--- config.mk ---
export PLATFORM = sky130hd
export DESIGN_NAME = aes_dec_stream_ctrl
export DESIGN_NICKNAME = d
export VERILOG_FILES = /design/src/rtl/aes_dec_stream_ctrl.sv
export SDC_FILE = /design/constraint.sdc
export NUM_CORES = 2
export LEC_CHECK = 0
export BUFFER_PORTS_ARGS = -buffer_cell sky130_fd_sc_hd__buf_2
export CAP_MARGIN = 20
export CORE_ASPECT_RATIO = 1.75
export CORE_UTILIZATION = 30
export CTS_CLUSTER_DIAMETER = 60
export DETAILED_ROUTE_END_ITERATION = 7
export PLACE_DENSITY_LB_ADDON = 0.15
export RECOVER_POWER = 50
export SLEW_MARGIN = 20
export SYNTH_ARGS = -nofsm -noshare
export SYNTH_HDL_FRONTEND = slang
export SYNTH_SLANG_ARGS = --single-unit
--- constraint.sdc ---
create_clock -name clk -period 13.4 [get_ports clk]
set_input_delay 0.67 -clock clk [delete_from_list [all_inputs] [get_ports clk]]
set_output_delay 0.67 -clock clk [all_outputs]
set_load 0.01 [all_outputs]
--- src/rtl/aes_dec_stream_ctrl.sv ---
`timescale 1ns/1ps
// Purpose: key-expansion sequencer plus credit-throttled stream wrapper around the non-stalling pipelined AES_dec core.
// Latency: accept -> core_enable one cycle; core_valid_out -> m_valid one cycle; key_load -> key_ack one cycle (after drain).
// Backpressure: s_ready drops while in_flight + fifo_count reaches OUT_DEPTH, so every in-flight core result has a FIFO slot.
//
// Ports:
//   clk, rst                 clock, asynchronous active-high reset
//   key_in/key_load/key_ack  key change request (level) and 1-cycle capture pulse
//   key_ready                round keys valid, streaming enabled
//   s_valid/s_ready/s_data   ciphertext input handshake
//   m_valid/m_ready/m_data   plaintext output handshake (FIFO head, first-word-fall-through)
//   core_*                   connections to AES_dec (KEY, fsm_en, IN, enable, OUT, valid_out)
//   err                      sticky: FIFO overflow or core_valid_out with nothing in flight
module aes_dec_stream_ctrl #(
    parameter int DATA_W         = 128,
    parameter int KEY_EXP_CYCLES = 11,
    parameter int OUT_DEPTH      = 16
) (
    input  logic              clk,
    input  logic              rst,
    input  logic [DATA_W-1:0] key_in,
    input  logic              key_load,
    output logic              key_ack,
    output logic              key_ready,
    input  logic              s_valid,
    output logic              s_ready,
    input  logic [DATA_W-1:0] s_data,
    output logic              m_valid,
    input  logic              m_ready,
    output logic [DATA_W-1:0] m_data,
    output logic [DATA_W-1:0] core_key,
    output logic              core_fsm_en,
    output logic [DATA_W-1:0] core_in,
    output logic              core_enable,
    input  logic [DATA_W-1:0] core_out,
    input  logic              core_valid_out,
    output logic              err
);

    localparam int AW = $clog2(OUT_DEPTH);
    localparam int CW = AW + 1;
    localparam int EW = (KEY_EXP_CYCLES > 1) ? $clog2(KEY_EXP_CYCLES) : 1;

    localparam logic [EW-1:0] LP_EXP_LAST = EW'(KEY_EXP_CYCLES - 1);
    localparam logic [CW:0]   LP_DEPTH_S  = (CW + 1)'(OUT_DEPTH);
    localparam logic [CW-1:0] LP_DEPTH_C  = CW'(OUT_DEPTH);

    typedef enum logic [2:0] {
        S_IDLE,
        S_LOAD,
        S_EXP,
        S_RUN,
        S_DRAIN
    } state_t;

    state_t            r_state;
    logic [EW-1:0]     r_exp_cnt;
    logic              r_key_ack;
    logic              r_key_ready;
    logic              r_fsm_en;
    logic [DATA_W-1:0] r_core_key;
    logic [DATA_W-1:0] r_core_in;
    logic              r_core_enable;
    logic [CW-1:0]     r_in_flight;
    logic [CW-1:0]     r_fifo_cnt;
    logic [AW-1:0]     r_wr_ptr;
    logic [AW-1:0]     r_rd_ptr;
    logic              r_err;
    logic [DATA_W-1:0] r_mem [OUT_DEPTH];

    logic [CW:0] w_credit_sum;
    logic        w_s_ready;
    logic        w_accept;
    logic        w_ret_ok;
    logic        w_ret_stale;
    logic        w_full;
    logic        w_empty;
    logic        w_pop;
    logic        w_push;
    logic        w_ovf;

    // Credit covers both buffered results and results still inside the core,
    // because the core cannot be stalled once a block has entered it.
    assign w_credit_sum = {1'b0, r_in_flight} + {1'b0, r_fifo_cnt};
    assign w_s_ready    = (r_state == S_RUN) && !key_load && (w_credit_sum < LP_DEPTH_S);
    assign w_accept     = s_valid && w_s_ready;

    // A result with nothing in flight can only be a leftover from before reset.
    assign w_ret_ok     = core_valid_out && (r_in_flight != '0);
    assign w_ret_stale  = core_valid_out && (r_in_flight == '0);

    assign w_full  = (r_fifo_cnt == LP_DEPTH_C);
    assign w_empty = (r_fifo_cnt == '0);
    assign w_pop   = !w_empty && m_ready;
    // A pop in the same cycle frees the slot, so a full FIFO can still take the write.
    assign w_push  = w_ret_ok && (!w_full || w_pop);
    assign w_ovf   = w_ret_ok && w_full && !w_pop;

    // Key sequencing FSM
    always_ff @(posedge clk or posedge rst) begin
        if (rst) begin
            r_state     <= S_IDLE;
            r_exp_cnt   <= '0;
            r_key_ack   <= 1'b0;
            r_key_ready <= 1'b0;
            r_fsm_en    <= 1'b0;
            r_core_key  <= '0;
        end else begin
            r_key_ack <= 1'b0;
            r_fsm_en  <= 1'b0;
            case (r_state)
                S_IDLE: begin
                    if (key_load) begin
                        r_state    <= S_LOAD;
                        r_core_key <= key_in;
                        r_key_ack  <= 1'b1;
                    end
                end
                S_LOAD: begin
                    r_state   <= S_EXP;
                    r_fsm_en  <= 1'b1;
                    r_exp_cnt <= '0;
                end
                S_EXP: begin
                    // Count starts on the fsm_en cycle; round keys valid after the last count.
                    if (r_exp_cnt == LP_EXP_LAST) begin
                        r_state     <= S_RUN;
                        r_key_ready <= 1'b1;
                    end else begin
                        r_exp_cnt <= r_exp_cnt + 1'b1;
                    end
                end
                S_RUN: begin
                    if (key_load) begin
                        r_state     <= S_DRAIN;
                        r_key_ready <= 1'b0;
                    end
                end
                S_DRAIN: begin
                    // Old-key results must all leave the core before the key changes.
                    if (r_in_flight == '0) begin
                        r_state    <= S_LOAD;
                        r_core_key <= key_in;
                        r_key_ack  <= 1'b1;
                    end
                end
                default: begin
                    r_state <= S_IDLE;
                end
            endcase
        end
    end

    // Core feed, in-flight credit, FIFO pointers and error flag
    always_ff @(posedge clk or posedge rst) begin
        if (rst) begin
            r_core_in     <= '0;
            r_core_enable <= 1'b0;
            r_in_flight   <= '0;
            r_fifo_cnt    <= '0;
            r_wr_ptr      <= '0;
            r_rd_ptr      <= '0;
            r_err         <= 1'b0;
        end else begin
            r_core_enable <= w_accept;
            r_core_in     <= w_accept ? s_data : '0;

            case ({w_accept, w_ret_ok})
                2'b10:   r_in_flight <= r_in_flight + 1'b1;
                2'b01:   r_in_flight <= r_in_flight - 1'b1;
                default: r_in_flight <= r_in_flight;
            endcase

            if (w_push) begin
                r_wr_ptr <= r_wr_ptr + 1'b1;
            end
            if (w_pop) begin
                r_rd_ptr <= r_rd_ptr + 1'b1;
            end
            case ({w_push, w_pop})
                2'b10:   r_fifo_cnt <= r_fifo_cnt + 1'b1;
                2'b01:   r_fifo_cnt <= r_fifo_cnt - 1'b1;
                default: r_fifo_cnt <= r_fifo_cnt;
            endcase

            if (w_ret_stale || w_ovf) begin
                r_err <= 1'b1;
            end
        end
    end

    // Storage needs no reset: occupancy alone decides what is visible.
    always_ff @(posedge clk) begin
        if (w_push) begin
            r_mem[r_wr_ptr] <= core_out;
        end
    end

    assign key_ack     = r_key_ack;
    assign key_ready   = r_key_ready;
    assign s_ready     = w_s_ready;
    assign m_valid     = !w_empty;
    assign m_data      = w_empty ? '0 : r_mem[r_rd_ptr];
    assign core_key    = r_core_key;
    assign core_fsm_en = r_fsm_en;
    assign core_in     = r_core_in;
    assign core_enable = r_core_enable;
    assign err         = r_err;

endmodule

; ---- After elaboration in Yosys (flattened, before gate mapping)
; Memory sizes are Yosys's and may differ from the RTL's.
; Index checks and enable logic that the tools add are counted.
[classes]
addsub = 8
mux = 23
eq_ne = 15
reduce_logical = 28
n_lt_le_gt_ge = 1
[ops]
columns = cell, count
row1 = 128-bit 2-to-1 mux, 4
row2 = 128-bit one-hot mux with 2 select lines, 1
row3 = 5-bit one-hot mux with 2 select lines, 2
row4 = 3-bit one-hot mux with 5 select lines, 1
row5 = 4-bit by 1-bit adder with 4-bit output (second input constant), 3
row6 = 3-bit 2-to-1 mux, 4
row7 = 5-bit by 1-bit adder with 5-bit output (second input constant), 2
row8 = 5-bit logical NOT, 2
row9 = 2-bit != test (second input constant), 5
row10 = 2-bit nonzero test, 5
row11 = 5-bit by 1-bit subtractor with 5-bit output (second input constant), 2
row12 = 1-bit logical AND, 9
row13 = 4-bit one-hot mux with 2 select lines, 1
row14 = 1-bit 2-to-1 mux, 7
row15 = 5-bit by 5-bit adder with 6-bit output, 1
row16 = 3-bit by 2-bit == test with 1-bit output (second input constant), 2
row17 = 6-bit by 5-bit < comparator with 1-bit output (second input constant), 1
row18 = 3-bit AND reduction, 2
row19 = 5-bit == test (second input constant), 1
row20 = 5-bit nonzero test, 1
row21 = 2-bit by 1-bit == test with 1-bit output (second input constant), 2
row22 = 2-bit == test (second input constant), 2
row23 = 4-bit == test (second input constant), 1
row24 = 1-bit logical NOT, 4
row25 = 8 further kinds, 10
[word_totals]
out_inout_bits = 391
n_memories = 1
input_bits = 390
ff_bits = 286
mem_bits_rw = 2048
word_cells = 89
[memory_table]
columns = name, depth, width, rd, rd_ports_with_merged_regs, wr, line
row1 = r_mem, 16, 128, 1, 0, 1, 69  ; logic [DATA_W-1:0] r_mem [OUT_DEPTH];

; ---- Logic depth before layout (Yosys ltp)
[depth]
depth_word = 7
depth_mapped = 14
mapped_depth_nobuf = 13

; ---- Least setup slack after synthesis
; OpenSTA, ideal clock, no wires.
[synth_path]
kind = input -> register
from = input core_valid_out
to = memory r_mem[3][0], enable pin
path_stages = 4
arrival_time_ns = 9.891
required_ns = 12.628
path_slack_ns = 2.738
setup_ns = 0.772
cell_sequence = o41ai_2 -> nor2_2 -> nand2_1 -> nor3_1
[synth_between]
elab_chain_cells = 4
[synth_lines]
columns = item, line
row1 = start: declaration, 36  ; input logic core_valid_out,
row2 = 1-bit logical AND, 89  ; assign w_ret_ok = core_valid_out && (r_in_flight != '0);
row3 = 1-bit logical AND, 96  ; assign w_push = w_ret_ok && (!w_full || w_pop);
row4 = 1-bit 2-to-1 mux, 194  ; if (w_push) begin
row5 = 1-bit 2-to-1 mux (implied by the code), 195  ; r_mem[r_wr_ptr] <= core_out;
row6 = end: declaration, 69
; Every way passes these cells.

; ---- Worst setup path after layout
[layout_path]
from = register r_in_flight[1]
to = register r_core_key[86], in the netlist core_key[86]
[layout_between]
elab_chain_cells = 3
[layout_lines]
columns = item, line
row1 = start: declaration, 64  ; logic [CW-1:0] r_in_flight;
row2 = start signal: assignment, 169  ; 2'b10: r_in_flight <= r_in_flight + 1'b1;
row3 = start signal: assignment, 170  ; 2'b01: r_in_flight <= r_in_flight - 1'b1;
row4 = start signal: assignment, 171  ; default: r_in_flight <= r_in_flight;
row5 = 5-bit logical NOT, 141  ; if (r_in_flight == '0) begin
row6 = 2-bit != test (no line), -
row7 = 3-bit AND reduction (no line), -
row8 = end signal: assignment, 115  ; r_core_key <= key_in;
row9 = end signal: assignment, 143  ; r_core_key <= key_in;
row10 = end: declaration, 61  ; logic [DATA_W-1:0] r_core_key;
; Every way passes these cells.
; A chain may end at the register's enable or synchronous reset.

==> flow_metrics.tcl <==
set metrics [dict create \
    status "complete, but fails checks" \
    violations "capacitance limit, slew limit" \
    cp_slowest_cell "clkbuf_1" \
    synth_compound_area_frac 0.02944 \
    gr-total-overflow 0 \
    slew_headroom -2.572 \
    utilization 0.3608 \
    avgSynthCellArea_um2 20.94 \
    synth_seq_area_share 0.7656 \
    synth-edff-count 2048 \
    die-height_um 725.3 \
    vdd_ir_drop_max_uv 206.8 \
    max_stage_delay_ns 3.40 \
    final.setup.tns_ns 0 \
    worstSetupPathType "flop to flop" \
    drive_gt1_frac 0.2699 \
    cp_max_fo 80 \
    crit_required_ns 14.18 \
    drtIter0Drc 3027 \
    first_pass_iters 5 \
    wl_mm 298.7 \
    hold_buffers 186 \
    first_global_vias 49620 \
    h-tree-depth 4 \
    place.gp.congestion 0.9681 \
    hold_viol_final 0 \
    setup_viol_count_final 0 \
    die-area_um2 301200 \
    final_cell_mix "2048 x edfxtp_1, 423 x mux4_2, 421 x clkbuf_1" \
    grt_use_met1 0.2134 \
    use_met3 0.04374 \
    yosys.cell_types.count 58 \
    initial_core_util 0.3015 \
    fmax_mhz 144.5 \
    fp-row-count 265 \
    synth_area_um2 89680 \
    cts_resized 0 \
    cts_buffers 232 \
    finalNonFillerCells 9513 \
    dp.cells 8771 \
    track_usage 0.1953 \
    p_per_area_nw_per_um2 215.8 \
    maxSlewViolCount 195 \
    root_buffer "clkbuf_16" \
    numPortBuffers 780 \
    syn-num-nets 4692 \
    chipWidth_um 415.3 \
    synth_mux_area_frac 0.1637 \
    grt_first_pass_wirelength_mm 410.0 \
    synth_warnings 0 \
    rsz0062_at_grt "no" \
    grt_max_degree 146 \
    synth.ff_latch_count 2334 \
    clkSinkCount 2334 \
    synth_xor_area_frac 0.001563 \
    wire_per_inst_um 31.40 \
    fin_crit_sh 0.5164 \
    final_nets 5730 \
    hp-class "input port to flop" \
    clkLatencyLatePin_ns 0.94 \
    reg2reg_slack_ns 6.48 \
    synth_fa_ha_area_frac 0.002735 \
    globalRouteMet2Util 0.3529 \
    leakagePower_nw 36.21 \
    cp_cell_sequence "or2_0, nor4_1, mux2i_1, nor3_4, clkbuf_1, buf_4, mux2_2" \
    ant_nets 0 \
    synth-simple-area-share 0.02209 \
    start_kind "flop" \
    synth_top_family_by_area "multiplexers" \
    antenna_found_initial 86 \
    synth-async-reset-ratio 0.1225 \
    drc 0 \
    arrival_ns 7.70 \
    path_clk_slew_ns 0.07 \
    syn-instance-count 4283 \
    synthFlopType "edfxtp_1" \
    tightest_slew_ns 5.329 \
    top_usage_layer "met2" \
    fin_crit_ns 6.920 \
    end_kind "flop" \
    boundaryPins 781 \
    area.growth.synth_to_final_pct 19.64 \
    dp_hpwl_mm 175.1 \
    core_area_um2 297400 \
    max-cap-violations 2 \
    p_total_w 0.02316 \
    layout_commonest_cell "edfxtp_1" \
    cts_setup_buffers 0 \
    via_per_inst 4.934 \
    num_vias 46940 \
    finClkSkew_ns 0.08123 \
    clockBufferDepth 4 \
    cts_tree "built" \
]
## stage by stage
step	hold slack, ns	cell area [um^2]	setup slack, ns
final	0.07056	107300	6.480
after global routing	0.05210	107200	6.123
after CTS	0.003166	107400	6.739
after detailed placement	0.4533	98320	7.726
after global placement	0.4500	98210	7.731
after floorplan	0.4784	89680	2.738
## report_power, final
group          leakage (nW)  total (W)  switching [W]  internal, W
sequential             22.2    0.00929       0.000466      0.00882
combinational          10.5    0.00748        0.00458      0.00290
clock                  3.53    0.00639        0.00286      0.00352
total                  36.2     0.0232        0.00791       0.0152
## kinds of logic after synthesis
| family | Yosys count |
|---|---|
| simple gates | 361 |
| compound gates | 360 |
| flops | 2334 |
| mux | 912 |
| fa+ha+maj | 19 |
| xor+xnor | 16 |
| buf+inv | 281 |
## worst paths after layout
kind / startpoint / to / cells past startpoint
setup / recovery: r_in_flight[1] / core_key[86] / 7
hold / removal: s_data[117] / core_in[117] / 2
setup reg to reg: r_in_flight[1] / core_key[86] / 7
hold reg to reg: err / err / 1
max in group asynchronous: rst / core_key[38] / 5
min in group asynchronous: rst / core_in[62] / 3
## cells in the mapped netlist (2+ instances only)
cell	count	share of area
nor3b_1	2	0.00017
mux2_2	195	0.024
buf_2	87	0.0049
a21oi_1	22	0.0012
and3_1	129	0.0090
nand4_1	3	0.00021
a21o_1	3	0.00025
mux4_2	423	0.11
nor2b_1	77	0.0054
buf_6	17	0.0021
nor3_1	6	0.00033
edfxtp_1	2048	0.69
clkbuf_1	111	0.0046
inv_2	2	0.000084
xnor2_1	11	0.0011
mux2_1	9	0.0011
nand2b_1	7	0.00049
inv_1	15	0.00063
o21bai_1	2	0.00017
nand3_1	6	0.00033
dfrtp_1	286	0.080
o22ai_1	114	0.0080
or3_1	3	0.00021
buf_1	36	0.0015
ha_1	18	0.0025
xor2_1	5	0.00049
o221ai_1	75	0.0073
mux2i_1	284	0.032
clkbuf_2	2	0.00011
buf_4	11	0.00092
nor2_1	97	0.0041
o211ai_1	29	0.0024
nand2_1	21	0.00088
o21ai_0	29	0.0016
a2111oi_0	75	0.0073
## routing by layer
metal / vias up / wire length, um
li1: 19929 / -
met1: 25160 / 108900
met2: 1302 / 157600
met3: 495 / 16610
met4: 54 / 15250
met5: - / 343
## area by class of cell
cell class	count	area (um^2)
fill	27769	190100
sequential	2334	68670
multi-input combinational	1668	19830
timing repair buffer	1068	6292
clock buffer	289	6097
tap	3871	4843
clock inverter	129	1147
antenna	137	342.8
inverter	17	72.57
## state kept, by name, summed over array words and instances (netlist names)
name,flops
r_mem,2048
r_fifo_cnt,5
r_rd_ptr,4
r_exp_cnt,4
err,1
r_state,3
core_fsm_en,1
r_in_flight,5
core_key,128
r_wr_ptr,4
core_in,128
core_enable,1
key_ready,1
key_ack,1
## worst max-delay path, delay by kind of cell, from the launching register on
kind	cells	cell delay (ns)
buffers and inverters	2	4.42
flip-flops	1	0.45
multiplexers	2	0.67
AND/OR/NAND/NOR	3	1.17
Power figures use the tool's default switching activity.
